### src/rtl/cmp_feeder.sv
// Operand sequencer for cmp_unit: joins weight/pixel streams, issues klen MACs per window,
// waits out the cmp_unit pipeline and hands the captured partial sum downstream.
module cmp_feeder #(
  parameter int DATA_W  = 16,
  parameter int PSUM_W  = 32,
  parameter int KLEN_W  = 8,
  parameter int CMP_LAT = 2
) (
  input  logic              clock,
  input  logic              rst,
  input  logic              start,
  input  logic [KLEN_W-1:0] cfg_klen,
  output logic              busy,
  output logic              done,
  input  logic              wt_valid,
  output logic              wt_ready,
  input  logic [DATA_W-1:0] wt_data,
  input  logic              px_valid,
  output logic              px_ready,
  input  logic [DATA_W-1:0] px_data,
  output logic [DATA_W-1:0] weight,
  output logic [DATA_W-1:0] pixel,
  output logic              weight_state,
  output logic              ifm_state,
  output logic              psum_clear,
  input  logic [PSUM_W-1:0] psum_in,
  output logic              out_valid,
  input  logic              out_ready,
  output logic [PSUM_W-1:0] out_psum
);

  localparam int DCW = $clog2(CMP_LAT + 1);
  localparam logic [DCW-1:0]    DRAIN_LAST = DCW'(CMP_LAT);
  localparam logic [DCW-1:0]    DRAIN_ONE  = DCW'(1);
  localparam logic [KLEN_W-1:0] KLEN_ONE   = KLEN_W'(1);

  typedef enum logic [2:0] {
    S_IDLE,
    S_LOAD,
    S_ISSUE,
    S_DRAIN,
    S_OUT
  } state_t;

  state_t            state, state_nxt;
  logic [KLEN_W-1:0] klen;
  logic [KLEN_W-1:0] issue_cnt;
  logic [DCW-1:0]    drain_cnt;
  logic              xfer;

  always_ff @(posedge clock) begin
    if (rst) state <= S_IDLE;
    else     state <= state_nxt;
  end

  always_comb begin
    state_nxt  = state;
    xfer       = 1'b0;
    busy       = (state != S_IDLE);
    done       = 1'b0;
    wt_ready   = 1'b0;
    px_ready   = 1'b0;
    psum_clear = 1'b0;
    case (state)
      S_IDLE: begin
        if (start) state_nxt = S_LOAD;
      end
      S_LOAD: begin
        psum_clear = 1'b1;
        state_nxt  = (klen == '0) ? S_OUT : S_ISSUE;
      end
      S_ISSUE: begin
        // Both streams are consumed together or not at all.
        xfer     = wt_valid & px_valid;
        wt_ready = xfer;
        px_ready = xfer;
        if (xfer && (issue_cnt == klen - KLEN_ONE)) state_nxt = S_DRAIN;
      end
      S_DRAIN: begin
        if (drain_cnt == DRAIN_LAST) state_nxt = S_OUT;
      end
      S_OUT: begin
        if (out_ready) begin
          done      = 1'b1;
          state_nxt = S_IDLE;
        end
      end
      default: state_nxt = S_IDLE;
    endcase
  end

  always_ff @(posedge clock) begin
    if (rst) begin
      klen         <= '0;
      issue_cnt    <= '0;
      drain_cnt    <= '0;
      weight       <= '0;
      pixel        <= '0;
      weight_state <= 1'b0;
      ifm_state    <= 1'b0;
      out_valid    <= 1'b0;
      out_psum     <= '0;
    end else begin
      // Any cycle without a transfer presents a zero bubble to cmp_unit.
      weight       <= xfer ? wt_data : '0;
      pixel        <= xfer ? px_data : '0;
      weight_state <= xfer && (wt_data != '0);
      ifm_state    <= xfer && (px_data != '0);
      case (state)
        S_IDLE: begin
          issue_cnt <= '0;
          drain_cnt <= '0;
          if (start) klen <= cfg_klen;
        end
        S_LOAD: begin
          issue_cnt <= '0;
          drain_cnt <= '0;
          if (klen == '0) begin
            out_psum  <= '0;
            out_valid <= 1'b1;
          end
        end
        S_ISSUE: begin
          if (xfer) issue_cnt <= issue_cnt + KLEN_ONE;
        end
        S_DRAIN: begin
          if (drain_cnt == DRAIN_LAST) begin
            out_psum  <= psum_in;
            out_valid <= 1'b1;
          end else begin
            drain_cnt <= drain_cnt + DRAIN_ONE;
          end
        end
        S_OUT: begin
          if (out_ready) out_valid <= 1'b0;
        end
        default: ;
      endcase
    end
  end

endmodule
### config.mk
export PLATFORM = sky130hd
export DESIGN_NAME = cmp_feeder
export DESIGN_NICKNAME = d
export VERILOG_FILES = /design/src/rtl/cmp_feeder.sv
export SDC_FILE = /design/constraint.sdc
export NUM_CORES = 1
export LEC_CHECK = 0
export CORE_MARGIN = 1
export CORE_UTILIZATION = 38
export CTS_CLUSTER_DIAMETER = 120
export DETAILED_ROUTE_END_ITERATION = 8
export PLACE_DENSITY = 0.76
export SYNTH_ARGS = -nofsm -noshare
export SYNTH_HDL_FRONTEND = slang
export SYNTH_SLANG_ARGS = --single-unit
### constraint.sdc
create_clock -name clock -period 2 [get_ports clock]
set_clock_uncertainty 0.15 [all_clocks]
set_input_delay 0.5 -clock clock [delete_from_list [all_inputs] [get_ports clock]]
set_output_delay 0.5 -clock clock [all_outputs]
set_load 0.05 [all_outputs]
# After elaboration in Yosys (flattened, before gate mapping)
# Index checks and enable logic that the tools add are counted.
[op_classes]
muxes = 21
n_eq_ne = 13
bitwise_logic = 2
reduce_logical = 20
addsub = 3
[op_table]
columns = ["cell", "n"]
rows = [
  ["$mux 32", 2],
  ["$pmux 32 s2", 1],
  ["$reduce_bool 16->1", 2],
  ["$pmux 8 s2", 1],
  ["$mux 3", 5],
  ["$pmux 3 s5", 1],
  ["$ne 2x2->1 const B", 7],
  ["$add 8x1->8 const B", 1],
  ["$eq 8x8->1", 1],
  ["$logic_not 8->1", 1],
  ["$mux 8", 1],
  ["$reduce_and 4->1", 2],
  ["$sub 8x1->8 const B", 1],
  ["$mux 1", 7],
  ["$eq 3x2->1 const B", 2],
  ["$reduce_and 2->1", 3],
  ["$reduce_bool 2->1", 3],
  ["$reduce_bool 3->1", 2],
  ["$pmux 2 s2", 1],
  ["$reduce_or 2->1", 2],
  ["$eq 3x1->1 const B", 1],
  ["$eq 3x3->1 const B", 1],
  ["$logic_and 1x1->1", 3],
  ["$logic_not 3->1", 1],
  ["other kinds (7)", 7],
]
[totals]
input_bits = 78
word_cells = 69
register_bits = 88
out_inout_bits = 72

# Longest topological paths before layout
[depth]
depth_word = 5
ltp_mapped = 8
mapped_depth_nobuf = 7

# Worst setup path before layout
# OpenSTA, ideal clock, no wires.
[synth_timing]
path_type = "input to output"
startpoint = "input port px_valid"
endpoint = "output port wt_ready"
arrival_ps = 1712
path_slack_ps = -362
stages = 4
required_time_ps = 1350
n_path_buf = 1
cell_sequence = "nor4bb_1 > nand2_1 > inv_1 > buf_4"
[synth_via]
elab_chain_cells = 2
[synth_lines]
columns = ["element", "line", "text"]
rows = [
  ["from (decl)", "18", "input logic px_valid,"],
  ["$and 1x1->1", "74", "xfer = wt_valid & px_valid;"],
  ["$mux 1", "--", ""],
  ["to (decl)", "16", "output logic wt_ready,"],
]
# Every way passes these cells.

# Final worst setup path
[layout_timing]
startpoint = "input port wt_valid"
endpoint = "output port px_ready"
[layout_via]
elab_chain_cells = 2
[layout_lines]
columns = ["element", "line", "text"]
rows = [
  ["from (decl)", "15", "input logic wt_valid,"],
  ["$and 1x1->1", "74", ""],
  ["$mux 1", "64", "case (state)"],
  ["to (decl)", "19", "output logic px_ready,"],
]
# Every way passes these cells.

==> qor.csv <==
metric;value;unit
first-pass GRT wire length;14500;um
share of layout cells above drive strength 1;34.1;%
R2R setup slack;-30;ps
Die Width;97.5;um
later-pin clock latency in the skew report;350;ps
Hold Path Class;input port to register;
fmax;470;MHz
LEAKAGE;2.25;nW
post-synthesis area per instance;9.95;sq um
starting density of the core;39.5;%
WL final;8970;um
Netlist cell types;40;
CTS Buf Count;9;
RSZ-0062 raised after global routing;yes;
clk sinks;88;
register bit total from synthesis;88;
fin crit period;2130;ps
Post-Syn Area;0.00346;sq mm
Hold Crit Depth;2;
largest net degree at the start of global routing;35;
Worst EP arrival;1480;ps
Hold EP;issue_cnt[1]$_SDFFE_PP0P_;
Worst-path clk slew;90;ps
# IOs;150;
# setup viols final;27;
Max Slew Vio Count;0;
core area;0.00876;sq mm
root buf cell;clkbuf_8;
reg2reg start;klen[1]$_SDFFE_PP0P_;
Reg2Reg Capture Point;out_psum[31]$_SDFFE_PP0P_;
beginning of the worst hold path;rst;
CTS tree;yes;
PortBufs;149;
failing checks;negative setup slack;
Yosys warning count;0;
routability cong.;0.800;
n_diodes;0;
most frequent cells in the layout;buf_4 (93), dfxtp_1 (84), clkdlybuf4s50_1 (73);
Post-synth EDFFs;0;
CP Capture Type;output port;
synthesized netlist cell count;348;
Nets;605;
maximum fanout along the worst path;3;
CTS H-Tree Depth;3;
commonest non-fill, non-tap cell in the layout;buf_4;
Power Density;666;mW/mm^2
vias in the first global route;3153;
max-cap violations;0;
Pre-antenna DRT Iters;4;
Clock Tree Buf Depth;2;
Seq/Total Area, Yosys;50.9;%
Cells after DPL;608;
CP Launch Type;input port;
antenna violations before repair;0;
GR Util All Layers;19.0;%
via count;3101;
1st-iter DRT viols;66;
measured slew at the worst slew-check pin;622;ps
die area;0.00950;sq mm
Worst VDD drop;349;uV
Final ANT Viol Nets;0;
final worst slack;-126;ps
# rows;34;
DPL Wire Length;6390;um
Via density;4.88;
Tcrit/Tclk final;106;%
hold buffers post-CTS;0;
FFs w/ async S/R, synth;0;%
Worst EP required;1350;ps
height of the chip;97.5;um
drt wl/cell;14.1;um
status;finished, violations left;
ys flop type;dfxtp_1;
FF-to-FF path depth;8;
P&R area growth vs syn;59.4;%
Rel. slew slack;58.4;%
Final Hold Fails;0;
Remaining Overflow, GRT;0;
Finished Core Util;63.0;%
critical path class;input port to output port;
Finished Layout Cells;636;
# DRC;0;
Syn Nets;430;
-- synthesized netlist by cell type (all sizes together), types with 2 or more instances --
| cell type | number | area share, % |
|---|---|---|
| or3 | 3 | 0.54 |
| and2 | 35 | 6.3 |
| xor2 | 9 | 2.3 |
| nor2 | 51 | 5.5 |
| a21o | 2 | 0.43 |
| xnor2 | 9 | 2.3 |
| nand4 | 3 | 0.54 |
| a21oi | 15 | 2.2 |
| nand2b | 4 | 0.72 |
| nand2 | 24 | 2.8 |
| ha | 4 | 1.4 |
| dfxtp | 88 | 51 |
| nor4 | 9 | 2.1 |
| a22oi | 34 | 12 |
| nor3 | 9 | 1.3 |
| nand3 | 7 | 1.0 |
| buf | 8 | 1.8 |
| nor4b | 2 | 0.51 |
| inv | 5 | 0.54 |
| clkbuf | 12 | 1.3 |
-- worst max path at each step --
| stage | start | to | cells past startpoint |
|---|---|---|---|
| 2_1_floorplan | px_valid | wt_ready | 4 |
| 3_3_place_gp | px_valid | px_ready | 6 |
| 3_5_place_dp | px_valid | px_ready | 6 |
| 4_1_cts | state[0]$_SDFFE_PP0P_ | px_ready | 5 |
| 5_1_grt | state[0]$_SDFFE_PP0P_ | wt_ready | 5 |
| 6_report | wt_valid | px_ready | 6 |
-- per-stage QoR --
| stage | hold WS (ps) | setup WS (ps) | setup TNS (ps) | total power, mW | cell area [sq um] |
|---|---|---|---|---|---|
| CTS | 311 | -133 | -806 | 3.69 | 5450 |
| detailed placement | 344 | -485 | -18660 | 2.48 | 5070 |
| floorplan | 310 | -207 | -207 | 2.17 | 3470 |
| finish | 330 | -126 | -571 | 3.68 | 5520 |
| global placement | 325 | -471 | -17790 | 2.47 | 5070 |
| global route | 322 | -176 | -2890 | 3.86 | 5520 |
-- per-layer routing --
metal | routed length, um | track usage [%]
met3 | 779 | 7.77
met1 | 3720 | 21.4
met4 | 156 | 7.13
met5 | 0 | 0
met2 | 4310 | 32.1
-- where the power goes --
group	switching [mW]	internal [mW]	leakage, nW
Clock	0.642	0.493	0.0822
Sequential	0.0208	1.78	0.712
Combinational	0.348	0.391	1.46
Total	1.01	2.66	2.25
-- flip-flops by register name (all words and copies together), names as in the netlist --
name	flops
state	3
out_valid	1
issue_cnt	8
klen	8
weight_state	1
pixel	16
weight	16
drain_cnt	2
ifm_state	1
out_psum	32
-- critical path, stage by stage --
cell           delay [ps]
dlygate4sd2_1         200
nor4bb_4              280
buf_4                 180
nand2_4                60
clkinvlp_4            110
buf_12                140
-- what timing repair did --
action / in CTS / in global routing
resized for setup: 27 / 9
buffers inserted: 6 / 2
setup endpoints to repair: 69 / 37
pin swaps: 4 / 52
cloned: 3 / 1
-- cell families (layout without fill, tap and decap cells) --
group / Yosys count / in the layout / share of synthesized area [%]
adders and majority gates: 4 / 4 / 1.45
AOI/OAI and AO/OA: 56 / 56 / 15.8
buffers and inverters: 25 / 204 / 3.61
xor gates and xnor gates: 18 / 18 / 4.55
DFF: 88 / 88 / 50.9
and+or+nand+nor: 157 / 158 / 23.7
-- area by class of cell --
type	count	area (sq um)
sequential	88	1770
tap	108	135
fill	724	3250
inverter	5	22.5
timing repair buffer	183	1720
clock inverter	5	40.0
clock buffer	11	141
multi-input combinational	236	1690
Note: power is estimated with default switching activity, not from simulation.
